<file path="src/rtl/noc_pkg.sv">
// Shared definitions for the torus NoC PE interface: packet field offsets
// and small header/packet helpers used by the interface logic.
package noc_pkg;

  localparam int DROP_CNT_W   = 8;
  localparam int DROP_CNT_MAX = (1 << DROP_CNT_W) - 1;

  // Packet layout from LSB upward: X, then Y, then the payload.
  function automatic int x_lsb();
    return 0;
  endfunction

  function automatic int y_lsb(input int x_size);
    return x_size;
  endfunction

  function automatic int data_lsb(input int x_size, input int y_size);
    return x_size + y_size;
  endfunction

  function automatic logic hdr_match(input logic [31:0] hx, input logic [31:0] hy,
                                     input logic [31:0] cx, input logic [31:0] cy);
    return (hx == cx) && (hy == cy);
  endfunction

endpackage

</file>
<file path="src/rtl/noc_sync_fifo.sv">
// Small synchronous FIFO with head fall-through; the caller guarantees it
// never pushes into a full queue without a simultaneous pop, nor pops empty.
module noc_sync_fifo #(
  parameter int WIDTH = 8,
  parameter int DEPTH = 4
) (
  input  logic                       clk,
  input  logic                       rstn,
  input  logic                       push,
  input  logic                       pop,
  input  logic [WIDTH-1:0]           din,
  output logic [WIDTH-1:0]           dout,
  output logic                       full,
  output logic                       empty,
  output logic [$clog2(DEPTH):0]     count
);

  localparam int AW = $clog2(DEPTH);
  localparam int CW = AW + 1;

  logic [WIDTH-1:0] mem [DEPTH];
  logic [AW-1:0]    wr_ptr_reg;
  logic [AW-1:0]    rd_ptr_reg;
  logic [CW-1:0]    count_reg;

  always_ff @(posedge clk) begin
    if (push) begin
      mem[wr_ptr_reg] <= din;
    end
  end

  // Pointers wrap naturally because DEPTH is a power of two.
  always_ff @(posedge clk or negedge rstn) begin
    if (!rstn) begin
      wr_ptr_reg <= '0;
      rd_ptr_reg <= '0;
      count_reg  <= '0;
    end else begin
      if (push) wr_ptr_reg <= wr_ptr_reg + 1'b1;
      if (pop)  rd_ptr_reg <= rd_ptr_reg + 1'b1;
      case ({push, pop})
        2'b10:   count_reg <= count_reg + 1'b1;
        2'b01:   count_reg <= count_reg - 1'b1;
        default: count_reg <= count_reg;
      endcase
    end
  end

  assign dout  = mem[rd_ptr_reg];
  assign full  = (count_reg == CW'(DEPTH));
  assign empty = (count_reg == '0);
  assign count = count_reg;

endmodule

</file>
<file path="src/rtl/noc_pe_interface.sv">
// PE-side network interface of one torus switch: packetises and queues host
// words for injection, and captures/strips ejected packets for the host.
module noc_pe_interface
  import noc_pkg::*;
#(
  parameter int x_coord     = 0,
  parameter int y_coord     = 0,
  parameter int data_width  = 256,
  parameter int x_size      = 1,
  parameter int y_size      = 1,
  parameter int total_width = x_size + y_size + data_width,
  parameter int INJ_DEPTH   = 4,
  parameter int EJ_DEPTH    = 4
) (
  input  logic                   clk,
  input  logic                   rstn,
  input  logic                   s_valid,
  output logic                   s_ready,
  input  logic [data_width-1:0]  s_data,
  input  logic [x_size-1:0]      s_dest_x,
  input  logic [y_size-1:0]      s_dest_y,
  output logic                   o_valid,
  output logic [total_width-1:0] o_data,
  input  logic                   i_ready,
  input  logic                   i_valid,
  input  logic [total_width-1:0] i_data,
  output logic                   m_valid,
  input  logic                   m_ready,
  output logic [data_width-1:0]  m_data,
  output logic                   o_ej_overflow,
  output logic [7:0]             o_drop_cnt,
  output logic                   o_misroute
);

  localparam int X_LSB = x_lsb();
  localparam int Y_LSB = y_lsb(x_size);
  localparam int D_LSB = data_lsb(x_size, y_size);

  logic                    ready_reg;
  logic                    inj_push, inj_pop, inj_full, inj_empty;
  logic [$clog2(INJ_DEPTH):0] inj_count;
  logic                    ej_push, ej_pop, ej_full, ej_empty;
  logic [$clog2(EJ_DEPTH):0]  ej_count;
  logic                    drop;
  logic                    hdr_ok;
  logic [x_size-1:0]       hdr_x;
  logic [y_size-1:0]       hdr_y;
  logic [DROP_CNT_W-1:0]   drop_cnt_reg;
  logic                    overflow_reg;
  logic                    misroute_reg;
  logic                    unused_ok;

  // Holds s_ready low until the first edge after reset release.
  always_ff @(posedge clk or negedge rstn) begin
    if (!rstn) ready_reg <= 1'b0;
    else       ready_reg <= 1'b1;
  end

  assign s_ready  = ready_reg & ~inj_full;
  assign inj_push = s_valid & s_ready;
  assign o_valid  = ~inj_empty;
  assign inj_pop  = o_valid & i_ready;

  noc_sync_fifo #(.WIDTH(total_width), .DEPTH(INJ_DEPTH)) u_inj_fifo (
    .clk   (clk),
    .rstn  (rstn),
    .push  (inj_push),
    .pop   (inj_pop),
    .din   ({s_data, s_dest_y, s_dest_x}),
    .dout  (o_data),
    .full  (inj_full),
    .empty (inj_empty),
    .count (inj_count)
  );

  // The switch cannot be stalled, so a full queue only accepts if it is
  // draining a payload in the same cycle.
  assign m_valid = ~ej_empty;
  assign ej_pop  = m_valid & m_ready;
  assign ej_push = i_valid & (~ej_full | ej_pop);
  assign drop    = i_valid & ej_full & ~ej_pop;

  noc_sync_fifo #(.WIDTH(data_width), .DEPTH(EJ_DEPTH)) u_ej_fifo (
    .clk   (clk),
    .rstn  (rstn),
    .push  (ej_push),
    .pop   (ej_pop),
    .din   (i_data[D_LSB +: data_width]),
    .dout  (m_data),
    .full  (ej_full),
    .empty (ej_empty),
    .count (ej_count)
  );

  assign hdr_x  = i_data[X_LSB +: x_size];
  assign hdr_y  = i_data[Y_LSB +: y_size];
  assign hdr_ok = hdr_match(32'(hdr_x), 32'(hdr_y), 32'(x_coord), 32'(y_coord));

  always_ff @(posedge clk or negedge rstn) begin
    if (!rstn) begin
      drop_cnt_reg <= '0;
      overflow_reg <= 1'b0;
      misroute_reg <= 1'b0;
    end else begin
      if (drop) begin
        overflow_reg <= 1'b1;
        if (drop_cnt_reg != DROP_CNT_W'(DROP_CNT_MAX)) drop_cnt_reg <= drop_cnt_reg + 1'b1;
      end
      if (i_valid && !hdr_ok) misroute_reg <= 1'b1;
    end
  end

  assign o_ej_overflow = overflow_reg;
  assign o_drop_cnt    = drop_cnt_reg;
  assign o_misroute    = misroute_reg;

  assign unused_ok = &{1'b0, inj_count, ej_count};

endmodule
</file>
<file path="config.mk">
export PLATFORM = sky130hd
export DESIGN_NAME = noc_pe_interface
export DESIGN_NICKNAME = d
export VERILOG_FILES = /design/src/rtl/noc_pkg.sv /design/src/rtl/noc_sync_fifo.sv /design/src/rtl/noc_pe_interface.sv
export SDC_FILE = /design/constraint.sdc
export NUM_CORES = 1
export LEC_CHECK = 0
export BUFFER_PORTS_ARGS = -buffer_cell sky130_fd_sc_hd__buf_2
export CORE_AREA = 2 2 403 405
export DETAILED_ROUTE_END_ITERATION = 7
export DIE_AREA = 0 0 405 407
export PLACE_DENSITY = 0.67
export SLEW_MARGIN = 5
export SYNTH_ARGS = -nofsm -noshare
export SYNTH_HDL_FRONTEND = slang
export SYNTH_SLANG_ARGS = --single-unit
export TNS_END_PERCENT = 5
</file>
<file path="constraint.sdc">
create_clock -name clk -period 12.3 [get_ports clk]
set_input_delay 3.69 -clock clk [delete_from_list [all_inputs] [get_ports clk]]
set_output_delay 3.69 -clock clk [all_outputs]
set_load 0.02 [all_outputs]
</file>
* Word-level counts from Yosys, hierarchy flattened
Memories as Yosys holds them, arrays and structs flattened.
Index checks and enable logic that the tools add are counted.
** Storage, ports and cells
- Register bits after elaboration :: 25
- Bits in latches :: 0
- Memory bits (writable) :: 2056
- Memory bits (read-only) :: 0
- Input port bits :: 522
- Output and inout bits :: 527
- Logic and storage cells :: 57
- Memories kept :: 2
** Memories
- u_inj_fifo.mem :: words 4, width 258, rd ports 1, clocked after Yosys merged registers in 0, write ports 1, RTL line noc_sync_fifo.sv:21 : logic [WIDTH-1:0] mem [DEPTH];
- u_ej_fifo.mem :: words 4, width 256, rd ports 1, clocked after Yosys merged registers in 0, write ports 1, RTL line noc_sync_fifo.sv:21
** Operators by class
- Add/subtract/negate cells :: 9
- Multipliers :: 0
- Div/mod/pow operators :: 0
- $lt $le $gt $ge :: 0
- Eq/ne operators :: 7
- Shift operators :: 0
- Mux-type cells :: 6
- Bitwise gates (word level) :: 15
- Reductions and logical operators :: 8
** Operator list (number)
- case mux 3 bit (2 select lines) :: 2
- adder 2 x 1 -> 2 bit, second input constant :: 4
- adder 8 x 1 -> 8 bit, second input constant :: 1
- inequality test 8 bit, second input constant :: 1
- bitwise AND 1 bit :: 7
- inverter 1 bit :: 7
- adder 3 x 1 -> 3 bit, second input constant :: 2
- == test 3 bit, second input constant :: 2
- zero test 3 bit :: 2
- subtractor 3 x 1 -> 3 bit, second input constant :: 2
- == test 2 x 1 -> 1 bit, second input constant :: 2
- == test 2 bit, second input constant :: 2
- 2-to-1 mux 1 bit :: 4
- nonzero test 2 bit :: 2
- logical AND 1 bit :: 2
- AND reduction 2 bit :: 1
- zero test 1 bit :: 1
- OR 1 bit :: 1

* Logic depth before layout (Yosys ltp)
- Depth in word-level cells :: 7
- Mapped depth :: 10
- Mapped depth without buffers :: 10

* Hierarchy
Synthesis repeated with hierarchy kept, for this count alone.
** Second synthesis, totals
- Cell total of the unflattened synthesis :: 2816
- Area total of the unflattened synthesis :: 75969.1 um^2
** By module, submodules not included
- noc_sync_fifo at u_ej_fifo :: times used 1, cells an instance 1375, area each 37783.7 um^2
- noc_sync_fifo at u_inj_fifo :: times used 1, cells an instance 1385, area each 37623.6 um^2
- noc_pe_interface :: times used 1, cells an instance 56, area each 561.8 um^2

* Worst setup path before layout
OpenSTA, ideal clock, no wires.
- Path kind :: input-to-reg
- From :: in m_ready
- To :: mem u_ej_fifo.mem[0][0] (netlist name), enable pin
- Setup time :: 652 ps
- Arrival time :: 9756 ps
- Data required time :: 11648 ps
- Setup slack :: 1893 ps
- Cell stages on the path :: 2
- Cells stage by stage :: or4b_4 > and3_1
** Between the ends
- Longest elaborated chain between the ends :: 5
** RTL lines
- start, declared :: RTL line noc_pe_interface.sv:28 : input logic m_ready,
- bitwise AND 1 bit :: RTL line noc_pe_interface.sv:79 : assign ej_pop = m_valid & m_ready;
- OR 1 bit :: RTL line noc_pe_interface.sv:80 : assign ej_push = i_valid & (~ej_full | ej_pop);
- bitwise AND 1 bit :: RTL line noc_pe_interface.sv:80
- 2-to-1 mux 1 bit :: RTL line noc_sync_fifo.sv:27 : if (push) begin
- 2-to-1 mux 1 bit (not written as such) :: RTL line noc_sync_fifo.sv:28 : mem[wr_ptr_reg] <= din;
- end, declared :: RTL line noc_sync_fifo.sv:21
Every way passes these cells.

* Worst setup path after layout
- From :: reg u_ej_fifo.rd_ptr_reg[0]
- To :: out m_data[148]
** Between the ends
- Longest elaborated chain between the ends :: 1
** RTL lines
- start, declared :: RTL line noc_sync_fifo.sv:23 : logic [AW-1:0] rd_ptr_reg;
- start signal, assigned :: RTL line noc_sync_fifo.sv:40 : if (pop) rd_ptr_reg <= rd_ptr_reg + 1'b1;
- memory (4 x 256 bit)
- end, declared :: RTL line noc_pe_interface.sv:29 : output logic [data_width-1:0] m_data,
Every way passes these cells.

==> metrics.md <==
| Metric | Value |
|---|---|
| Outcome | `completed` |
| Initial Util | `46.9%` |
| R2r worst-path depth | `5` |
| Slew headroom | `25.2%` |
| CP max FO | `36` |
| CTS tree | `done` |
| Cell Area, Synth | `0.0752 mm2` |
| Fraction of layout cells with a size suffix above 1 | `45.7%` |
| Post-synth ARST share | `1.20%` |
| Reg-to-reg setup timing slack | `8.76 ns` |
| Initial DRC count | `3029` |
| Max Cap Viol | `0` |
| RSZ-0062 raised after global routing | `false` |
| Die area | `0.165 mm2` |
| Worst hold path type | `reg -> reg` |
| Via count | `34682` |
| Vert. Die Dim | `407 um` |
| Net Count, Synth | `3341` |
| Largest net degree at the start of global routing | `136` |
| Post-layout min period | `7.67 ns` |
| Area grow syn2layout | `19.5%` |
| Initial antenna violation count | `135` |
| Routed vias/inst | `5.45` |
| Setup Skew | `0.0324 ns` |
| Mapped Cells | `2806` |
| Critical Setup Path Class | `reg -> out` |
| Setup-failing EPs final | `0` |
| Worst-Skew Late Latency | `0.83 ns` |
| Routed WL per cell | `27.2 um` |
| CTS Buffer Depth | `3` |
| Final Net Count | `4513` |
| Setup tns final | `0 ns` |
| Synth Area per Inst | `26.8 um2` |
| Most frequent CP cell | `buf_4` |
| Peak supply drop | `0.171 mV` |
| #FFs+latches synth | `2081` |
| CP endpoint kind | `primary output` |
| Detailed Route WL | `173000 um` |
| Pre-antenna DRT Iters | `7` |
| EDFF count, synth | `2056` |
| Worst-Margin Slew | `1.12 ns` |
| Clock Root Buffer | `clkbuf_16` |
| First-pass GRT wire length | `244000 um` |
| Setup Fix Bufs, Post-CTS | `0` |
| RePlAce Congestion | `0.868` |
| I/O pin count | `1049` |
| Core Area | `0.160 mm2` |
| WP data required | `8.61 ns` |
| Worst EP arrival | `3.98 ns` |
| Post-CTS Resized | `0` |
| GR Overflow Total | `0` |
| Placed Cells | `5935` |
| DP Wirelength | `112000 um` |
| Power Dens Cells | `248 mW/mm2` |
| DIE WIDTH | `405 um` |
| Vias in the first global route | `35288` |
| Fin cells | `6364` |
| Max reg flops | `1032` |
| DRC | `0` |
| Fmax | `130 MHz` |
| Netlist cell types | `39` |
| Tot GR Track Use | `20.5%` |
| Hold buffer count at CTS | `0` |
| Routed Antenna Nets | `0` |
| Num rows | `147` |
| Crit-path slowest cell | `dfrtp_4` |
| # fillers | `11722` |
| Most flops, register | `u_inj_fifo.mem` |
| Crit start category | `flip-flop` |
| Final Hold Fails | `0` |
| Synth warnings | `0` |
| Leak | `30.3 nW` |
| TritonCTS Buffers | `201` |
| H-tree depth | `4` |
| Prevailing post-synth register cell | `edfxtp_1` |
| Buffers on Ports | `1048` |
| Reg clk slew, reported paths | `0.06 ns` |
| Final worst-path cycle share | `62.4%` |
| Worst hold path depth | `1` |
| Max incr delay on CP | `0.84 ns` |
| Max Slew Vio Count | `0` |
| Crit-path cells | `buf_4, buf_4, mux4_2, buf_2` |
| Clock Sinks | `2081` |
| Seq/Total Area, Yosys | `83.0%` |
[cell type report]
| class | count | area [um2] | area share (%) |
|---|---|---|---|
| diodes | 49 | 123 | 0.137 |
| clock buffers | 240 | 5280 | 5.88 |
| clock inverters | 140 | 1290 | 1.43 |
| inverters | 14 | 52.6 | 0.0585 |
| multi-input cells | 595 | 12300 | 13.7 |
| flip-flops and latches | 2081 | 62400 | 69.5 |
| well taps | 2160 | 2700 | 3.01 |
| repair buffers | 1085 | 5700 | 6.34 |
[report_power, final]
group,internal [mW],switching [mW],leakage [nW]
Clock,3.49,2.59,3.21
Combinational,2.58,4.27,8.01
Sequential,8.97,0.343,19.1
Total,15.0,7.20,30.3
[cell usage in the layout, fill, tap and decap left out, types with 8 or more instances in the layout]
cell       count
clkbuf_1      33
xnor2_1        8
diode_2       49
buf_4         23
inv_1         14
buf_2       1048
edfxtp_1    2056
dfrtp_1       21
and3_4         8
buf_12        14
clkinv_2      34
bufinv_16     20
clkinv_1      66
clkbuf_16    205
ha_1          11
mux4_2       514
[worst max-delay path: cells and delay by family, from the launching register on]
kind	cells	cell delay, ns
buffers and inverters	3	1.58
DFF	1	0.84
muxes	1	0.61
[through the flow]
stage | worst slack, ns | util [%] | area [um2] | hold slack (ns) | total power [mW]
4_1_cts | 4.38 | 56.0 | 89700 | 0.469 | 22.5
6_report | 4.63 | 56.1 | 89800 | 0.463 | 22.2
5_1_grt | 4.23 | 56.0 | 89700 | 0.487 | 23.1
3_5_place_dp | 5.31 | 51.9 | 83100 | 0.451 | 16.4
2_1_floorplan | 1.89 | - | 75200 | 0.449 | 14.1
3_3_place_gp | 5.30 | 51.9 | 83100 | 0.444 | 16.4
[cell families (layout without fill, tap and decap cells)]
kind of cell | count (synthesis) | count (layout) | share of synthesized area [%]
AOI/OAI and AO/OA | 11 | 11 | 0.0915
xor gates and xnor gates | 14 | 14 | 0.163
adders and majority gates | 13 | 13 | 0.236
buffers and inverters | 130 | 1479 | 0.754
DFF | 2081 | 2081 | 83.0
muxes | 519 | 519 | 15.5
other | 1 | 50 | 0.00499
and+or+nand+nor | 37 | 37 | 0.323
[per-layer routing]
layer | up-vias | global-route usage, % | wire, um
li1 | 14654 | - | -
met1 | 18013 | 24.6 | 62000
met2 | 1477 | 32.6 | 84200
met3 | 432 | 9.58 | 20200
met4 | 106 | 7.59 | 5880
met5 | - | 0 | 694
[synth_stat cells, drive strengths merged, types with 3 or more instances]
| library cell | n | area share (%) |
|---|---|---|
| edfxtp | 2056 | 82 |
| mux4 | 514 | 15 |
| buf | 80 | 0.50 |
| clkbuf | 36 | 0.18 |
| dfrtp | 25 | 0.83 |
| inv | 14 | 0.070 |
| ha | 11 | 0.18 |
| and3 | 10 | 0.083 |
| xnor2 | 8 | 0.093 |
| nand2 | 6 | 0.033 |
| xor2 | 6 | 0.070 |
| a31oi | 4 | 0.033 |
| and2 | 4 | 0.033 |
| nor2 | 4 | 0.045 |
| mux2 | 3 | 0.050 |
| nand4 | 3 | 0.033 |
[final timing paths]
check | from | end
max | u_ej_fifo.rd_ptr_reg[0] | m_data[148]
min | o_misroute | o_misroute
max reg2reg | u_inj_fifo.count[0] | u_inj_fifo.mem[1][81]
min reg2reg | o_misroute | o_misroute
max in group asynchronous | rstn | u_inj_fifo.rd_ptr_reg[1]
min in group asynchronous | rstn | u_ej_fifo.wr_ptr_reg[0]
(Power assumes the default switching activity.)
